### src/rtl/uart_pkg.sv
// Shared definitions for the UART receive peripheral: register offsets,
// STATUS bit positions and the receiver FSM state encoding.
package uart_pkg;

    localparam logic [7:0] RXDATA_OFS = 8'h08;
    localparam logic [7:0] STATUS_OFS = 8'h0C;

    localparam int ST_NOT_EMPTY = 0;
    localparam int ST_FULL      = 1;
    localparam int ST_FRAME_ERR = 2;
    localparam int ST_OVERRUN   = 3;

    typedef enum logic [1:0] {
        S_IDLE  = 2'd0,
        S_START = 2'd1,
        S_DATA  = 2'd2,
        S_STOP  = 2'd3
    } state_t;

endpackage

### src/rtl/uart_rx_fifo.sv
// Synchronous receive FIFO with first-word fall-through head; a push while
// full is accepted only when a pop happens in the same cycle.
module uart_rx_fifo #(
    parameter int DEPTH = 8,
    parameter int WIDTH = 8
) (
    input  logic                       clk,
    input  logic                       rst_n,
    input  logic                       push,
    input  logic [WIDTH-1:0]           push_data,
    input  logic                       pop,
    output logic [WIDTH-1:0]           head,
    output logic [$clog2(DEPTH):0]     count
);

    localparam int AW = $clog2(DEPTH);
    localparam int CW = AW + 1;

    logic [WIDTH-1:0] mem [DEPTH];
    logic [AW-1:0]    wr_ptr;
    logic [AW-1:0]    rd_ptr;
    logic             full;
    logic             empty;
    logic             do_push;
    logic             do_pop;

    assign full    = (count == CW'(DEPTH));
    assign empty   = (count == '0);
    assign do_pop  = pop & ~empty;
    assign do_push = push & (~full | do_pop);
    assign head    = mem[rd_ptr];

    // Pointers wrap naturally because DEPTH is a power of two.
    always_ff @(posedge clk) begin
        if (!rst_n) begin
            wr_ptr <= '0;
            rd_ptr <= '0;
            count  <= '0;
        end else begin
            if (do_push) wr_ptr <= wr_ptr + 1'b1;
            if (do_pop)  rd_ptr <= rd_ptr + 1'b1;
            count <= count + CW'(do_push) - CW'(do_pop);
        end
    end

    always_ff @(posedge clk) begin
        if (do_push) mem[wr_ptr] <= push_data;
    end

endmodule

### src/rtl/uart_rx_periph.sv
// Memory-mapped 8N1 UART receiver: synchroniser, bit-timing FSM, receive
// FIFO and a registered, OR-muxable read port for the core's load path.
module uart_rx_periph
    import uart_pkg::*;
#(
    parameter int          CLKS_PER_BIT = 87,
    parameter int          FIFO_DEPTH   = 8,
    parameter logic [31:0] BASE_ADDR    = 32'h0050_0000
) (
    input  logic        clk,
    input  logic        rst_n,
    input  logic        uart_rx,
    input  logic [31:0] mem_addr,
    input  logic        mem_data_rd_en,
    output logic [31:0] mem_read_data,
    output logic        rx_irq
);

    localparam int          CW        = $clog2(FIFO_DEPTH) + 1;
    localparam logic [15:0] FULL_BIT  = 16'(CLKS_PER_BIT - 1);
    localparam logic [15:0] HALF_BIT  = 16'(CLKS_PER_BIT / 2 - 1);
    localparam logic [31:0] RXDATA_AD = BASE_ADDR + 32'(RXDATA_OFS);
    localparam logic [31:0] STATUS_AD = BASE_ADDR + 32'(STATUS_OFS);

    logic        sync1, sync2, sync3;
    logic        rx_s, fall;
    state_t      state, state_nx;
    logic [15:0] baud_cnt, baud_nx;
    logic [2:0]  bit_idx, bit_nx;
    logic [7:0]  shreg, shreg_nx;
    logic        push_req, ferr_set, ovr_set;
    logic        rd_data_sel, rd_stat_sel, pop;
    logic        overrun, frame_err, full, not_empty;
    logic [7:0]  head;
    logic [CW-1:0] count;
    logic [31:0] status;

    assign rx_s = sync2;
    assign fall = sync3 & ~sync2;

    always_ff @(posedge clk) begin
        if (!rst_n) begin
            sync1 <= 1'b1;
            sync2 <= 1'b1;
            sync3 <= 1'b1;
        end else begin
            sync1 <= uart_rx;
            sync2 <= sync1;
            sync3 <= sync2;
        end
    end

    always_ff @(posedge clk) begin
        if (!rst_n) begin
            state    <= S_IDLE;
            baud_cnt <= '0;
            bit_idx  <= '0;
            shreg    <= '0;
        end else begin
            state    <= state_nx;
            baud_cnt <= baud_nx;
            bit_idx  <= bit_nx;
            shreg    <= shreg_nx;
        end
    end

    // Start is qualified at mid-bit; every later sample is one bit period on.
    always_comb begin
        state_nx = state;
        baud_nx  = baud_cnt;
        bit_nx   = bit_idx;
        shreg_nx = shreg;
        push_req = 1'b0;
        ferr_set = 1'b0;
        case (state)
            S_IDLE: begin
                if (fall) begin
                    baud_nx  = HALF_BIT;
                    state_nx = S_START;
                end
            end
            S_START: begin
                if (baud_cnt != '0) begin
                    baud_nx = baud_cnt - 1'b1;
                end else if (rx_s) begin
                    state_nx = S_IDLE;
                end else begin
                    baud_nx  = FULL_BIT;
                    bit_nx   = '0;
                    state_nx = S_DATA;
                end
            end
            S_DATA: begin
                if (baud_cnt != '0) begin
                    baud_nx = baud_cnt - 1'b1;
                end else begin
                    shreg_nx = {rx_s, shreg[7:1]};
                    baud_nx  = FULL_BIT;
                    bit_nx   = bit_idx + 1'b1;
                    if (bit_idx == 3'd7) state_nx = S_STOP;
                end
            end
            S_STOP: begin
                if (baud_cnt != '0) begin
                    baud_nx = baud_cnt - 1'b1;
                end else begin
                    state_nx = S_IDLE;
                    push_req = rx_s;
                    ferr_set = ~rx_s;
                end
            end
            default: state_nx = S_IDLE;
        endcase
    end

    assign rd_data_sel = mem_data_rd_en && (mem_addr == RXDATA_AD);
    assign rd_stat_sel = mem_data_rd_en && (mem_addr == STATUS_AD);
    assign pop         = rd_data_sel & not_empty;
    assign not_empty   = (count != '0);
    assign full        = (count == CW'(FIFO_DEPTH));
    // A simultaneous pop frees a slot, so that push is not an overrun.
    assign ovr_set     = push_req & full & ~pop;

    uart_rx_fifo #(
        .DEPTH (FIFO_DEPTH),
        .WIDTH (8)
    ) u_fifo (
        .clk       (clk),
        .rst_n     (rst_n),
        .push      (push_req),
        .push_data (shreg),
        .pop       (pop),
        .head      (head),
        .count     (count)
    );

    always_comb begin
        status               = '0;
        status[ST_NOT_EMPTY] = not_empty;
        status[ST_FULL]      = full;
        status[ST_FRAME_ERR] = frame_err;
        status[ST_OVERRUN]   = overrun;
    end

    always_ff @(posedge clk) begin
        if (!rst_n) begin
            overrun       <= 1'b0;
            frame_err     <= 1'b0;
            mem_read_data <= '0;
            rx_irq        <= 1'b0;
        end else begin
            overrun   <= (overrun & ~rd_stat_sel) | ovr_set;
            frame_err <= (frame_err & ~rd_stat_sel) | ferr_set;
            rx_irq    <= not_empty;
            if (rd_data_sel)
                mem_read_data <= {24'b0, head & {8{not_empty}}};
            else if (rd_stat_sel)
                mem_read_data <= status;
            else
                mem_read_data <= '0;
        end
    end

endmodule

### config.mk
export PLATFORM = sky130hd
export DESIGN_NAME = uart_rx_periph
export DESIGN_NICKNAME = d
export VERILOG_FILES = /design/src/rtl/uart_pkg.sv /design/src/rtl/uart_rx_fifo.sv /design/src/rtl/uart_rx_periph.sv
export SDC_FILE = /design/constraint.sdc
export NUM_CORES = 1
export LEC_CHECK = 0
export CELL_PAD_IN_SITES_DETAIL_PLACEMENT = 1
export CELL_PAD_IN_SITES_GLOBAL_PLACEMENT = 1
export CORE_UTILIZATION = 48
export DETAILED_ROUTE_END_ITERATION = 12
export GPL_TIMING_DRIVEN = 0
export HOLD_SLACK_MARGIN = 0.15
export PLACE_DENSITY_LB_ADDON = 0.1
export SLEW_MARGIN = 20
export SYNTH_ARGS = -nofsm -noshare
export SYNTH_HDL_FRONTEND = slang
export SYNTH_SLANG_ARGS = --single-unit
### constraint.sdc
create_clock -name clk -period 5.1 [get_ports clk]
set_clock_uncertainty 0.05 [all_clocks]
set_input_delay 1.02 -clock clk [delete_from_list [all_inputs] [get_ports clk]]
set_output_delay 1.02 -clock clk [all_outputs]
set_load 0.005 [all_outputs]
==> results.md <==
- Status: completed
- Die height: 108 um
- Avg WL per Cell: 20.0 um
- Final GP Congestion: 0.787
- # resized after CTS: 0
- Yosys top cell by area: edfxtp_1
- Synthesis Warnings: 0
- Post-Syn Instances: 446
- Worst Path Required: 5470 ps
- R2R cell count: 7
- Commonest cells post-synth: edfxtp_1 (64), dfxtp_1 (56), nand2_1 (38), nor2_1 (37), buf_4 (24)
- Cell Pwr Density: 446 nW/um^2
- Crit Path Class: input pin to flip-flop
- Port Buffers: 43
- Vias in the first global route: 3,991
- First-pass GRT wire length: 21,300 um
- Hold WC Path Type: flip-flop to flip-flop
- Max_cap viols: 0
- Pre-antenna DRT Iters: 5
- RSZ-0062 raised after global routing: no
- R2R Setup Slk: 1440 ps
- Synthesis-to-layout area growth: 22.7%
- Diodes inserted: 0
- Drc violations: 0
- DPL Wire Length: 9500 um
- Root Buffer: clkbuf_8
- Rel. slew slack: 35.0%
- # nets final: 584
- Core area: 10,900 um^2
- Worst-Margin Slew: 967 ps
- Global Route met2 Usage: 44.3%
- Full die area: 11,700 um^2
- Initial antenna violation count: 0
- Critical Path End: u_fifo.count[1]
- Clock transition at the registers of the reported paths: 60 ps
- Fraction of layout cells with a size suffix above 1: 16.0%
- Final hold viol count: 0
- Final Slew Violations: 0
- Final worst path period share: 76.3%
- Final setup violation count: 0
- CP arrival: 4260 ps
- Setup crit end kind: flip-flop
- Flop and latch count out of synthesis: 120
- Num rows: 38
- Max H-tree Level: 4
- Top cell type's share of synthesized area: 35.6%
- GRT Total Usage: 25.2%
- Clock sink count: 120
- Worst-Skew Late Latency: 530 ps
- Critical path peak fanout: 10
- Count leader, synth: edfxtp_1
- Post-CTS setup buffers: 0
- Final ANT Viol Nets: 0
- Mean post-synth cell area: 12.1 um^2
- Fmax: 257 MHz
- Non-Filler Instances: 684
- GRT Max-Usage Layer: met2
- Chip width: 108 um
- Pin count of the biggest net entering global routing: 17
- Total Wirelength: 13,700 um
- Synth area leaders: edfxtp_1 (36%), dfxtp_1 (21%), mux4_2 (6.7%)
- Top Ports: 69
- Initial Utilization: 49.6%
- Clock buffer count from CTS: 17
- Post-Syn Area: 5400 um^2
- Register area share after synthesis: 56.3%
- Post-placement cell count: 652
- Post-synthesis async set-or-reset flop share: 0%
- Setup crit start: mem_addr[25]
- Yosys cell types: 60
- Setup TNS Final: 0 ps
- Reg2reg end: u_fifo.mem[4][2]
- Dominant synthesized flop cell: edfxtp_1
- Clock tree buffer depth: 2
- Hold_buf cts: 0
- Worst r2r src: baud_cnt[0]
- Drt via density: 5.64
- Lkg Pwr: 0.00233 uW
- Iter 0 DRT Violations: 175
- Tmin final: 3890 ps
- Maximum vdd drop: 0.000338 V
- Met1 usage: 29.6%
- Post-synth EDFFs: 64
- TritonCTS clock tree: built
- Via Count: 3,855
- Type of origin of the critical path: input pin
- Grt total ovfl: 0
- GR Util met3: 6.27%
-- area by class of cell --
type                       instances  area, um^2
fill                            1141        4260
sequential                       120        3040
multi-input combinational        295        2150
clock buffer                      21         439
timing repair buffer              43         430
buffer                            42         258
tap                              140         175
clock inverter                    11        83.8
inverter                          12        45.0
-- power by group --
group          switching [uW]  internal (uW)
combinational             492            295
clock                     413            648
sequential               47.6           1060
-- layout by cell type, fill, tap and decap left out, drive strengths merged, types with 4 or more instances in the layout --
cell,count
nor4b,4
nor4,12
mux4,16
nor3,10
clkdlybuf4s50,43
nand2,38
or3,4
o21ai,10
xor2,6
a21oi,24
buf,29
and2,6
nor2,37
mux2i,10
edfxtp,64
or4,6
nand2b,10
ha,16
o211ai,8
inv,11
clkinv,8
dfxtp,56
a22oi,4
clkbuf,34
conb,24
-- kinds of logic (layout without fill, tap and decap cells) --
kind of cell	Yosys count	count (layout)	share of synthesized area, %
compound gates	73	73	9.66
xor+xnor	9	9	1.46
fa+ha+maj	17	17	4.08
buf+inv	54	129	5.61
flops	120	120	56.3
mux	29	29	9.15
other cells	1	24	0.0694
simple gates	143	143	13.6
-- worst max-delay path: stages --
cell and delay, ps:
clkdlybuf4s50_1 400, nor4_1 310, nand4_1 200, nor4_1 800, clkbuf_1 520, o21a_1 200
ha_1 190, fa_1 430, and2_1 170
-- registers in the layout, indices dropped and copies added, names as in the netlist, named ones only --
| signal | cells |
|---|---|
| mem_read_data | 8 |
| u_fifo.wr_ptr | 3 |
| sync3 | 1 |
| u_fifo.mem | 64 |
| overrun | 1 |
| rx_s | 1 |
| rx_irq | 1 |
| frame_err | 1 |
| sync1 | 1 |
| state | 1 |
| u_fifo.count | 4 |
| u_fifo.rd_ptr | 3 |
| bit_idx | 3 |
| shreg | 8 |
| baud_cnt | 16 |
-- layer usage --
| metal | wire (um) | share of wire (%) |
|---|---|---|
| met5 | 0 | 0 |
| met4 | 293 | 2.1 |
| met3 | 605 | 4.4 |
| met2 | 7150 | 52 |
| met1 | 5640 | 41 |
-- per-stage QoR --
step	setup slack (ps)	total power [uW]	utilization [%]	instance area [um^2]	hold slack, ps
floorplan	1770	1680	-	5490	336
global placement	585	1870	56.0	6090	347
detailed placement	783	1890	56.1	6100	348
CTS	1290	2960	60.9	6630	363
global route	965	3080	60.9	6630	375
finish	1210	2950	60.9	6630	358
-- how the worst min path moves through the flow --
stage	cells past startpoint	slack (ps)	start	endpoint
finish	1	360	sync1	rx_s
global route	1	380	sync1	rx_s
CTS	1	360	sync1	rx_s
detailed placement	1	350	sync1	rx_s
global placement	1	350	sync1	rx_s
floorplan	1	340	sync1	rx_s
No activity file was read; power rests on OpenSTA's default activity.
